--- config.mk ---
export PLATFORM = sky130hd
export DESIGN_NAME = ps2_rx
export DESIGN_NICKNAME = d
export VERILOG_FILES = /design/src/rtl/ps2_rx.sv
export SDC_FILE = /design/constraint.sdc
export NUM_CORES = 1
export LEC_CHECK = 0
export CAP_MARGIN = 10
export CORE_ASPECT_RATIO = 2
export CORE_MARGIN = 2
export CORE_UTILIZATION = 58
export DETAILED_ROUTE_END_ITERATION = 8
export GPL_TIMING_DRIVEN = 0
export HOLD_SLACK_MARGIN = 0.1
export PLACE_DENSITY = 0.76
export SKIP_CTS_REPAIR_TIMING = 1
export SYNTH_ARGS = -nofsm -noshare
export SYNTH_HDL_FRONTEND = slang
export SYNTH_SLANG_ARGS = --single-unit
--- constraint.sdc ---
create_clock -name clk -period 2.5 [get_ports clk]
set_clock_uncertainty 0.1 [all_clocks]
set_input_delay 0.5 -clock clk [delete_from_list [all_inputs] [get_ports clk]]
set_output_delay 0.5 -clock clk [all_outputs]
set_load 0.03 [all_outputs]
--- src/rtl/ps2_rx.sv ---
// PS/2 keyboard receiver: synchronizes and debounces the raw PS/2 lines, then deframes 11-bit scan-code frames.
// Optional macro PS2_RX_ERRCNT_EN enables the saturating bad-frame counter on err_count.
module ps2_rx #(
  parameter int CLK_FREQ        = 50_000_000,
  parameter int DEBOUNCE_CYCLES = 255,
  parameter int FRAME_TIMEOUT   = 100_000
) (
  input  logic       clk,
  input  logic       rst,
  input  logic       ps2_clk,
  input  logic       ps2_data,
  output logic [7:0] ps2_code,
  output logic       ps2_code_new,
  output logic       valid,
  output logic [7:0] err_count
);

  localparam int DB_W = (DEBOUNCE_CYCLES < 1) ? 1 : $clog2(DEBOUNCE_CYCLES + 1);
  localparam int TO_W = (FRAME_TIMEOUT < 1) ? 1 : $clog2(FRAME_TIMEOUT + 1);

  if (CLK_FREQ < 1 || FRAME_TIMEOUT < 1) begin : g_bad_cfg
    $error("ps2_rx: CLK_FREQ and FRAME_TIMEOUT must be positive");
  end

  typedef enum logic [1:0] {IDLE, RECV, CHECK} state_t;

  // Front end: two-flop synchronizers idle high like the PS/2 bus itself.
  logic            clk_s1_q, clk_s2_q, data_s1_q, data_s2_q;
  logic            clk_prev_q, clk_prev_d;
  logic [DB_W-1:0] db_cnt_q, db_cnt_d;
  logic            db_clk_q, db_clk_d;
  logic            db_dly_q, db_dly_d;
  logic            fall;

  always_comb begin
    clk_prev_d = clk_s2_q;
    db_dly_d   = db_clk_q;
    db_clk_d   = db_clk_q;
    db_cnt_d   = db_cnt_q;
    if (clk_s2_q != clk_prev_q) begin
      db_cnt_d = '0;
    end else if (db_cnt_q != DB_W'(DEBOUNCE_CYCLES)) begin
      db_cnt_d = db_cnt_q + 1'b1;
    end
    if (clk_s2_q == clk_prev_q && db_cnt_q == DB_W'(DEBOUNCE_CYCLES)) begin
      db_clk_d = clk_s2_q;
    end
  end

  assign fall = db_dly_q & ~db_clk_q;

  // NOTE: every flop here uses non-blocking assignments so all stages update from pre-edge values.
  always_ff @(posedge clk or posedge rst) begin
    if (rst) begin
      clk_s1_q   <= 1'b1;
      clk_s2_q   <= 1'b1;
      data_s1_q  <= 1'b1;
      data_s2_q  <= 1'b1;
      clk_prev_q <= 1'b1;
      db_cnt_q   <= '0;
      db_clk_q   <= 1'b1;
      db_dly_q   <= 1'b1;
    end else begin
      clk_s1_q   <= ps2_clk;
      clk_s2_q   <= clk_s1_q;
      data_s1_q  <= ps2_data;
      data_s2_q  <= data_s1_q;
      clk_prev_q <= clk_prev_d;
      db_cnt_q   <= db_cnt_d;
      db_clk_q   <= db_clk_d;
      db_dly_q   <= db_dly_d;
    end
  end

  state_t          state_q;
  logic [3:0]      bit_cnt_q;
  logic [10:0]     shift_q;
  logic [TO_W-1:0] to_cnt_q;
  logic [7:0]      code_q;
  logic            code_new_q;
  logic            valid_q;
  logic            frame_good;
  logic            timed_out;

  // Bits arrive LSB first, so after 11 shifts: [0]=start, [8:1]=data, [9]=parity, [10]=stop.
  assign frame_good = ~shift_q[0] & shift_q[10] & (^shift_q[9:1]);
  assign timed_out  = (to_cnt_q == TO_W'(FRAME_TIMEOUT));

  always_ff @(posedge clk or posedge rst) begin
    if (rst) begin
      state_q    <= IDLE;
      bit_cnt_q  <= '0;
      shift_q    <= '0;
      to_cnt_q   <= '0;
      code_q     <= 8'h00;
      code_new_q <= 1'b1;
      valid_q    <= 1'b1;
    end else begin
      case (state_q)
        IDLE: begin
          to_cnt_q <= '0;
          if (fall) begin
            shift_q    <= {data_s2_q, shift_q[10:1]};
            bit_cnt_q  <= 4'd1;
            code_new_q <= 1'b0;
            state_q    <= RECV;
          end
        end
        RECV: begin
          if (fall) begin
            shift_q   <= {data_s2_q, shift_q[10:1]};
            bit_cnt_q <= bit_cnt_q + 4'd1;
            to_cnt_q  <= '0;
            if (bit_cnt_q == 4'd10) state_q <= CHECK;
          end else if (timed_out) begin
            state_q   <= IDLE;
            bit_cnt_q <= '0;
            to_cnt_q  <= '0;
            valid_q   <= 1'b0;
          end else begin
            to_cnt_q <= to_cnt_q + 1'b1;
          end
        end
        CHECK: begin
          state_q   <= IDLE;
          bit_cnt_q <= '0;
          if (frame_good) begin
            code_q     <= shift_q[8:1];
            valid_q    <= 1'b1;
            code_new_q <= 1'b1;
          end else begin
            valid_q <= 1'b0;
          end
        end
        default: state_q <= IDLE;
      endcase
    end
  end

  assign ps2_code     = code_q;
  assign ps2_code_new = code_new_q;
  assign valid        = valid_q;

`ifdef PS2_RX_ERRCNT_EN
  logic [7:0] err_q;
  logic       err_inc;

  assign err_inc = (state_q == CHECK && !frame_good) ||
                   (state_q == RECV && !fall && timed_out);

  always_ff @(posedge clk or posedge rst) begin
    if (rst) begin
      err_q <= 8'h00;
    end else if (err_inc && err_q != 8'hFF) begin
      err_q <= err_q + 8'd1;
    end
  end

  assign err_count = err_q;
`else
  assign err_count = 8'h00;
`endif

endmodule

==> results.yml <==
worst_setup_path:
  r2r_start: "to_cnt_q[4]"
  endpoint_kind: "flip-flop"
  worstSetupPathType: "reg2reg"
  critPathMaxFanout: 9
  arrival_ns: 2.59
  r2r_setup_slack_ns: 0.04
  ff2ff_path_depth: 6
  crit_slowest_cell: "or4bb_4"
  rr_endpoint: "state_q[0]"
  cp-start-kind: "flip-flop"
  cp_cell_sequence: "or4bb_4, nor4_4, or2_1, buf_4, o211ai_1, mux2_4"
  slowest_delay_ns: 0.56
  worstPathRequired_ns: 2.63
detailed_routing:
  vias: 2020
  firstDrtPassIters: 4
  drt_drc_violations_left: 0
  ant_nets: 0
  wl_mm: 5.38
  vias_per_cell: 5.46
  post_drt_wl_per_cell_um: 14.5
  first_iter_violations: 66
clocking:
  cts_max_level: 3
  cts_tree: "done"
  insertion_delay_ns: 0.35
  cts-buffers-inserted: 9
  cts_buffer_depth: 2
  cts_sinks: 59
  cts-root-buf: "clkbuf_8"
  clk_pin_slew_ns: 0.07
pwr:
  clkPwrFrac: 0.411
  swShare: 0.231
  power_frac_comb: 0.041
  p_sw_mw: 0.414
  internal_power_mw: 1.38
  p_leak_nw: 1.51
  power_density_nw_per_um2: 534
  vdd_drop_max_mv: 0.496
  power_mw: 1.79
  pwr-share-seq: 0.547
job:
  drv_cap: 0
floorplanning:
  row_count: 36
  fp.dieH_um: 104
  die_x_um: 54.2
  start_util: 0.600
  coreArea_um2: 4860
  ios: 22
  die_area_um2: 5650
yosys:
  netlist_area_um2: 2920
  syn_area_per_cell_um2: 10.7
  yosysMostFrequentCell: "dfrtp_1"
  yosysWarningCount: 0
  synth_top_area_share: 0.428
  synth_async_sr_flop_share: 1.00
  synth.largest_area_cell: "dfrtp_1"
  synthCells: 274
  synth-seq-cells: 59
  ys_top_cells_by_count: "dfrtp_1, nand2_1, nor2_1, mux2_2, inv_1"
  ys_seq_area_frac: 0.509
  synth_edf_count: 0
  synthFlopType: "dfrtp_1"
  ys_top_cells_by_area: "dfrtp_1, dfstp_2, mux2_2"
  ys_types: 42
min_path:
  min_from: "clk_s1_q"
  min_to: "clk_prev_d"
  hold_path_depth: 0
  hold_path_class: "reg2reg"
global_route:
  overflow: 0
  first_global_vias: 2038
  antenna_found_initial: 0
  grt.total_usage: 0.233
  grt_max_degree: 33
  grt_pass1_wl_mm: 9.52
run_status:
  status: "completed"
timing:
  fmax_ghz: 0.407
  timing.slew.headroom: 0.463
  worstMarginPinSlew_ns: 0.803
  drv_slew: 0
  finalHoldViolCount: 0
  period_share: 0.982
  setup_viol: 0
  min_period_ns: 2.46
cells_and_area:
  finalInstanceArea_um2: 3360
  diodes: 0
  final_layout_size_suffix_gt1_frac: 0.208
  finalNonFillerCells: 370
  fin_nets: 321
  area.growth.synth_to_final_pct: 15.0
placement:
  dpl.hpwl_mm: 3.93
  dpl-instance-area_um2: 3170
  portBuffers: 13
  gp_congestion: 0.851
  placed_cells: 352
-- power groups by stage --
stage / Combinational [mW] / Clock [mW] / Sequential (mW)
6_report: 0.0741 / 0.737 / 0.981
5_1_grt: 0.0826 / 0.798 / 0.981
4_1_cts: 0.0750 / 0.753 / 0.981
3_5_place_dp: 0.0747 / 0 / 0.998
3_3_place_gp: 0.0695 / 0 / 0.997
2_1_floorplan: 0.0578 / 0 / 0.995
-- cell families after synthesis --
| logic type | count (synthesis) | share of synthesized area |
|---|---|---|
| buffers and inverters | 27 | 0.0463 |
| DFF | 59 | 0.509 |
| AOI/OAI and AO/OA | 36 | 0.0746 |
| xor gates and xnor gates | 19 | 0.0617 |
| muxes | 25 | 0.0960 |
| adders and majority gates | 9 | 0.0386 |
| other | 1 | 0.00128 |
| and+or+nand+nor | 98 | 0.172 |
-- critical path, delay by kind of cell (launching register included) --
kind | cells | cell delay (ns)
AOI/OAI and AO/OA | 1 | 0.14
muxes | 1 | 0.33
and+or+nand+nor | 3 | 1.17
buffers and inverters | 1 | 0.15
DFF | 1 | 0.45
-- registers in the layout (all words and copies together), names as in the netlist --
name	flops
db_clk_q	1
ps2_code	8
db_cnt_q	8
valid	1
db_dly_q	1
data_s2_q	1
data_s1_q	1
state_q	2
shift_q	11
clk_prev_d	1
clk_prev_q	1
ps2_code_new	1
bit_cnt_q	4
clk_s1_q	1
to_cnt_q	17
-- per-layer routing --
metal / routed length, um / global-route usage / up-vias
li1: - / - / 1000
met1: 2010 / 0.261 / 990
met5: 0 / 0 / -
met2: 3080 / 0.386 / 23
met4: 130 / 0.104 / 0
met3: 157 / 0.0704 / 7
-- metrics by stage --
step,setup slack [ns],hold WS [ns],utilization,setup TNS (ns)
after detailed placement,-0.0283,0.248,0.651,-0.0976
after CTS,-0.0475,0.256,0.685,-0.170
after floorplan,0.275,0.245,-,0
final,0.0449,0.252,0.691,0
after global routing,-0.0175,0.252,0.691,-0.0313
after global placement,-0.545,0.246,0.647,-27.52
-- cells in the final DEF (no fill, tap or decap), drive strengths merged, types with 4 or more instances in the layout --
cell	count
nor2	26
o22ai	7
dfrtp	50
clkbuf	15
and3	4
o21ai	13
nor3	7
ha	9
clkdlybuf4s50	13
a21oi	9
mux2	21
nand3	11
xor2	8
nand2	26
mux2i	4
buf	14
xnor2	10
conb	8
inv	14
dfstp	9
-- worst max path at each step --
stage / from / end / slack (ns) / cells past startpoint
4_1_cts: to_cnt_q[2] / to_cnt_q[13] / -0.05 / 6
5_1_grt: to_cnt_q[4] / state_q[0] / -0.02 / 6
2_1_floorplan: to_cnt_q[2] / state_q[0] / 0.27 / 6
3_5_place_dp: to_cnt_q[2] / to_cnt_q[13] / -0.03 / 6
3_3_place_gp: rst / to_cnt_q[15] / -0.55 / 2
6_report: to_cnt_q[4] / state_q[0] / 0.04 / 6
-- final cells by class --
class                           instances  area (um2)
Clock buffer                           13         149
Sequential cell                        59        1490
Clock inverter                          3        15.0
Multi-Input combinational cell        195        1330
Buffer                                 12        78.8
Timing Repair Buffer                   17         173
Inverter                               14        52.6
Tap cell                               57        71.3
Fill cell                             386        1510
Note: power is estimated with default switching activity, not from simulation.
